File: config.mk
export PLATFORM = sky130hd
export DESIGN_NAME = regfile_bank
export DESIGN_NICKNAME = d
export VERILOG_FILES = /design/src/rtl/regfile_bank.sv
export SDC_FILE = /design/constraint.sdc
export NUM_CORES = 2
export LEC_CHECK = 0
export CORE_MARGIN = 4
export CORE_UTILIZATION = 55
export CTS_CLUSTER_SIZE = 24
export DETAILED_ROUTE_END_ITERATION = 8
export GPL_TIMING_DRIVEN = 1
export PLACE_DENSITY = 0.78
export SLEW_MARGIN = 15
export SYNTH_ARGS = -nofsm -noshare
export SYNTH_HDL_FRONTEND = slang
export SYNTH_SLANG_ARGS = --single-unit
File: constraint.sdc
create_clock -name clk -period 2.1 [get_ports clk]
set_input_delay 0.315 -clock clk [delete_from_list [all_inputs] [get_ports clk]]
set_output_delay 0.315 -clock clk [all_outputs]
set_load 0.005 [all_outputs]
File: src/rtl/regfile_bank.sv
// regfile_bank: parametrised register file with two registered read ports,
// one byte-maskable write port and an optional hardwired zero register.
// Compile-time option: define REGFILE_BYPASS_EN to forward a same-cycle write
// into the read ports; leave it undefined so that reads see pre-write contents.
// register_v0 is a combinational view of register DEBUG_REG for observation.
module regfile_bank #(
  parameter int DATA_WIDTH = 32,
  parameter int ADDR_WIDTH = 5,
  parameter int ZERO_REG   = 1,
  parameter int DEBUG_REG  = 2
) (
  input  logic                    clk,
  input  logic                    rst,
  input  logic                    en,
  input  logic                    rd_en,
  input  logic                    wr_en,
  input  logic [DATA_WIDTH/8-1:0] wr_byte_en,
  input  logic [ADDR_WIDTH-1:0]   read_address_1,
  input  logic [ADDR_WIDTH-1:0]   read_address_2,
  input  logic [ADDR_WIDTH-1:0]   write_address,
  input  logic [DATA_WIDTH-1:0]   write_data,
  output logic [DATA_WIDTH-1:0]   read_data_1,
  output logic [DATA_WIDTH-1:0]   read_data_2,
  output logic [DATA_WIDTH-1:0]   register_v0
);

  localparam int DEPTH  = 2 ** ADDR_WIDTH;
  localparam int NBYTES = DATA_WIDTH / 8;
  localparam logic [ADDR_WIDTH-1:0] DEBUG_IDX = ADDR_WIDTH'(DEBUG_REG);

  logic [DATA_WIDTH-1:0] regs [DEPTH];

  logic [DATA_WIDTH-1:0] wr_old;
  logic [DATA_WIDTH-1:0] wr_merged;
  logic                  wr_hit;
  logic [DATA_WIDTH-1:0] rd_val_1;
  logic [DATA_WIDTH-1:0] rd_val_2;

  // Merge write data into the old register value byte by byte; decide whether
  // the write actually lands (zero register swallows writes).
  always_comb begin
    wr_old    = regs[write_address];
    wr_merged = wr_old;
    for (int k = 0; k < NBYTES; k++) begin
      if (wr_byte_en[k]) begin
        wr_merged[8*k +: 8] = write_data[8*k +: 8];
      end
    end
    wr_hit = en && wr_en && !((ZERO_REG != 0) && (write_address == '0));
  end

  // Select the value each read port will capture on the next edge.
  always_comb begin
    rd_val_1 = regs[read_address_1];
    rd_val_2 = regs[read_address_2];
`ifdef REGFILE_BYPASS_EN
    // wr_hit already excludes the zero register, so forwarding never
    // leaks a discarded write into address 0.
    if (wr_hit && (read_address_1 == write_address)) begin
      rd_val_1 = wr_merged;
    end
    if (wr_hit && (read_address_2 == write_address)) begin
      rd_val_2 = wr_merged;
    end
`endif
    if ((ZERO_REG != 0) && (read_address_1 == '0)) begin
      rd_val_1 = '0;
    end
    if ((ZERO_REG != 0) && (read_address_2 == '0)) begin
      rd_val_2 = '0;
    end
  end

  // Array update: reset clears everything, otherwise a masked write when enabled.
  always_ff @(posedge clk) begin
    if (rst) begin
      for (int i = 0; i < DEPTH; i++) begin
        regs[i] <= '0;
      end
    end else if (wr_hit) begin
      regs[write_address] <= wr_merged;
    end
  end

  // Read port registers: cleared by reset, captured on enabled reads, else held.
  always_ff @(posedge clk) begin
    if (rst) begin
      read_data_1 <= '0;
      read_data_2 <= '0;
    end else if (en && rd_en) begin
      read_data_1 <= rd_val_1;
      read_data_2 <= rd_val_2;
    end
  end

  // Combinational observation port.
  assign register_v0 = regs[DEBUG_IDX];

endmodule

# Yosys cells after proc, flatten, opt, wreduce, memory -nomap -nowiden
# Memories as Yosys holds them, arrays and structs flattened.
# Cells that the tools add are included.
dict set report op_classes {
  n_eq_ne 4
  n_reduce_logical 12
  n_mux 14
}
# operator n
set ops {}
lappend ops {{32-bit two-way mux} 3}
lappend ops {{8-bit two-way mux} 4}
lappend ops {{32-bit OR reduction} 1}
lappend ops {{5-bit logical NOT} 3}
lappend ops {{2-bit AND reduction} 4}
lappend ops {{1-bit two-way mux} 5}
lappend ops {{5-bit two-way mux} 1}
lappend ops {{4-bit two-way mux} 1}
lappend ops {{1-bit != test (second input constant)} 4}
lappend ops {{1-bit logical AND} 3}
lappend ops {{1-bit logical NOT} 1}
dict set report totals {
  out_inout_bits 96
  n_memories 1
  ramBits 1024
  input_bits 56
  wordCells 33
  register_bits 64
}
# memory depth width rd rd_ports_with_merged_regs write_ports line
set memory_table {}
lappend memory_table {regs 32 32 3 0 32 31} ;# logic [DATA_WIDTH-1:0] regs [DEPTH];

# Depth between registers and ports, before layout
dict set report logic_depth {
  word_depth 9
  depth_mapped 10
  depth_no_buf 4
}

# Worst setup path before layout
# No wires, ideal clock.
dict set report synth_path {
  path_type {input-to-reg}
  from {in read_address_1[2]}
  to {reg read_data_1[12]}
  n_path_buf 3
  required_ns 1.983
  arrival_time_ns 2.088
  path_slack_ns -0.105
  stages 7
  setup_time_ns 0.117
  cell_sequence {buf_2 -> buf_2 -> buf_1 -> mux4_2 -> mux2_2 -> a221o_1 -> a32o_1}
}
dict set report synth_between {
  elab_chain_cells 2
  word_cells_on_any_way 3
  cone_classes {mux: 1; reduce/logical: 1; memory: 1}
}
# element line
set synth_rtl {}
lappend synth_rtl {{start, declared} 18} ;# input logic [ADDR_WIDTH-1:0] read_address_1,
lappend synth_rtl {{memory 32 x 32 bit / 5-bit logical NOT (equally long branches)} -}
lappend synth_rtl {{32-bit two-way mux *} 66} ;# if ((ZERO_REG != 0) && (read_address_1 == '0)) begin
lappend synth_rtl {{end signal, assigned} 91} ;# read_data_1 <= rd_val_1;
lappend synth_rtl {{end, declared} 22} ;# output logic [DATA_WIDTH-1:0] read_data_1,
# Mark *: on every way between the ends. The rest lies on a longest branch, timed or not.
# A chain may end at the register's enable or synchronous reset.

==> impl_metrics.env <==
export IMPL_status="completed"
export IMPL_postRouteWirelength_um=187000
export IMPL_crit_fanout=2
export IMPL_vias=40400
export IMPL_min_to="regs[0][15]"
export IMPL_core_area_um2=104000
export IMPL_period_share_pct=98.7
export IMPL_numPortBuffers=151
export IMPL_final_cells=5874
export IMPL_tns_ns=0
export IMPL_drive_gt1_share_pct=33.4
export IMPL_timing_rr_end="read_data_1[10]"
export IMPL_dp_cells=5665
export IMPL_async_flop_share_pct=0
export IMPL_clkTransAtPathRegs_ns=0.07
export IMPL_synth_distinct_cells=43
export IMPL_ys_seq_elements=1088
export IMPL_cts_root_buf="clkbuf_16"
export IMPL_final_util_pct=66.2
export IMPL_drc=0
export IMPL_crit_path_max_incr_delay_ns=0.46
export IMPL_hp_class="in2reg"
export IMPL_slowest_stage="edfxtp_1"
export IMPL_r2r_slack_ns=0.05
export IMPL_cts_tree="done"
export IMPL_critPathKind="reg2out"
export IMPL_via_per_inst=6.88
export IMPL_gr_total_overflow=0
export IMPL_period_minus_slack_ns=2.07
export IMPL_multi_input_comb_area_um2=24000
export IMPL_finClkSkew_ns=0.0221
export IMPL_fin_ws_ns=0.0278
export IMPL_firstDrtPassIters=6
export IMPL_worstHoldPathCells=2
export IMPL_synth_cells=3943
export IMPL_crit_path_end_kind="output pin"
export IMPL_fillers=7059
export IMPL_synth_seq_area_share_pct=55.7
export IMPL_antenna_found_initial=6
export IMPL_min_delay_start="rst"
export IMPL_cts_buffers=108
export IMPL_rows=118
export IMPL_max_slew_margin_rel_pct=59.8
export IMPL_mappedNetlistArea_um2=57500
export IMPL_maxCapViolCount=0
export IMPL_critPathTopFamily="buffers and inverters"
export IMPL_drt_iter0_drc=6006
export IMPL_rr_worst_depth=4
export IMPL_clock_sinks=1088
export IMPL_synth_flop_cell="edfxtp_1"
export IMPL_gr_usage_all_layers_pct=33.4
export IMPL_start_util_pct=55.5
export IMPL_final_cell_mix="1024 x edfxtp_1, 769 x and2_1, 444 x buf_4, 416 x mux4_2, 230 x and3_1"
export IMPL_nNetsFinal=4454
export IMPL_die_w_um=331
export IMPL_clk_latency_ns=0.70
export IMPL_ys_warn_count=0
export IMPL_grt_pass1_vias=39800
export IMPL_die_h_um=331
export IMPL_finalMaxSlewViolations=0
export IMPL_ant_nets=0
export IMPL_layout_commonest_cell="edfxtp_1"
export IMPL_grt_start_max_net_pins=51
export IMPL_grt_setup_unrepaired="no"
export IMPL_detailed_place_hpwl_um=130000
export IMPL_finalSetupViolations=0
export IMPL_fmax_mhz=483
export IMPL_post_place_ws_ns=-0.827
export IMPL_cp_required_ns=1.78
export IMPL_regArea_um2=32000
export IMPL_leakage_nw=25.4
export IMPL_avgRoutedWirePerCell_um=31.9
export IMPL_crit_chain="buf_6 -> clkdlybuf4s50_1"
export IMPL_place_gp_congestion=0.957
export IMPL_avgSynthCellArea_um2=14.6
export IMPL_cts_hold_buf=0
export IMPL_grt_pass1_wl_um=271000
export IMPL_powerDensity_nw_per_um2=777
export IMPL_timing_rr_start="regs[29][10]"
export IMPL_irDropWorstVdd_mv=0.735
export IMPL_die_area_um2=110000
export IMPL_clockBufferDepth=3
export IMPL_tightestPinTransition_ns=0.602
export IMPL_arrival_ns=1.76
export IMPL_area_growth_pct=19.5
export IMPL_synth_edff_count=1024
export IMPL_cp_num_buf_inv=2
export IMPL_cp_start_kind="flop"
export IMPL_h_tree_depth=3
export IMPL_hold_viol_final=0
export IMPL_ios=152
-- area by class of cell --
type	count	share of cell area [%]
Clock inverter	63	1.22
Multi-Input combinational cell	2496	35.0
Clock buffer	140	4.40
Sequential cell	1088	46.7
Timing Repair Buffer	701	10.2
Tap cell	1380	2.51
Antenna cell	3	0.0109
Inverter	3	0.0164
-- metal layers --
| layer | wire length [µm] | track usage [%] |
|---|---|---|
| met5 | 15 | 0 |
| met4 | 11500 | 16.4 |
| met3 | 25700 | 9.14 |
| met2 | 84900 | 51.4 |
| met1 | 65100 | 44.3 |
-- stage by stage --
step / area, µm² / power, W / hold WS, ns
after floorplan: 57700 / 0.0293 / 0.461
after detailed placement: 64800 / 0.0324 / 0.457
final: 68700 / 0.0533 / 0.209
after CTS: 68600 / 0.0531 / 0.156
after global placement: 64800 / 0.0322 / 0.459
after global routing: 68700 / 0.0545 / 0.190
-- repair_timing --
item / 4_1_cts / 5_1_grt
gates resized for setup: 5 / 4
hold endpoints to repair: 0 / 0
setup endpoints to repair: 42 / 14
buffers inserted: 3 / 0
-- power breakdown --
part	internal, W	total [W]	leakage (nW)	switching, W
clock	0.0126	0.0211	1.87	0.00854
combinational	0.00316	0.00651	13.3	0.00335
sequential	0.0249	0.0257	10.3	0.000844
-- flip-flops by register name (all words and copies together) (netlist names) --
| signal | cells |
|---|---|
| read_data_1 | 32 |
| read_data_2 | 32 |
| regs | 1024 |
-- cell usage after synthesis (4+ instances only) --
cell | n | share of area (%)
nand4b_1 | 4 | 0.061
mux2_2 | 224 | 4.4
a21o_1 | 32 | 0.42
buf_4 | 17 | 0.22
mux2i_1 | 96 | 1.7
a21oi_1 | 12 | 0.10
or2_2 | 98 | 1.1
edfxtp_1 | 1024 | 54
o21ai_0 | 57 | 0.50
o22ai_1 | 32 | 0.35
mux4_2 | 416 | 16
and3b_1 | 5 | 0.076
buf_6 | 7 | 0.14
buf_1 | 16 | 0.10
dfxtp_1 | 64 | 2.2
a22oi_1 | 7 | 0.091
nor3b_1 | 5 | 0.065
o221ai_1 | 57 | 0.87
buf_2 | 54 | 0.47
a221o_1 | 32 | 0.56
nor2b_1 | 11 | 0.12
nand2_1 | 81 | 0.53
and3_1 | 232 | 2.5
and2_1 | 769 | 8.4
a32o_1 | 32 | 0.56
nand2b_1 | 26 | 0.28
a221oi_1 | 39 | 0.59
a22o_1 | 25 | 0.38
clkbuf_1 | 291 | 1.9
o211ai_1 | 32 | 0.42
nand3_1 | 26 | 0.23
nor2_1 | 99 | 0.65
a211o_1 | 7 | 0.11
-- kinds of logic after synthesis --
kind of cell,Yosys count,synth area share (%)
other,1,0.00652
buffers and inverters,390,2.88
AO/OA/AOI/OAI,366,4.98
AND/OR/NAND/NOR,1362,14.0
flip-flops,1088,55.7
multiplexers,736,22.4
-- how the worst max path moves through the flow --
stage,cells past startpoint,start,to,slack (ns)
after floorplan,8,read_address_2[0],read_data_2[10],0.006
after global placement,8,write_address[3],regs[7][25],-0.87
after detailed placement,8,write_address[3],regs[7][3],-0.83
after CTS,1,read_data_1[17],read_data_1[17],0.002
after global routing,8,write_address[3],regs[7][8],0.001
final,2,regs[2][5],register_v0[5],0.03
No activity file was read; power rests on OpenSTA's default activity.
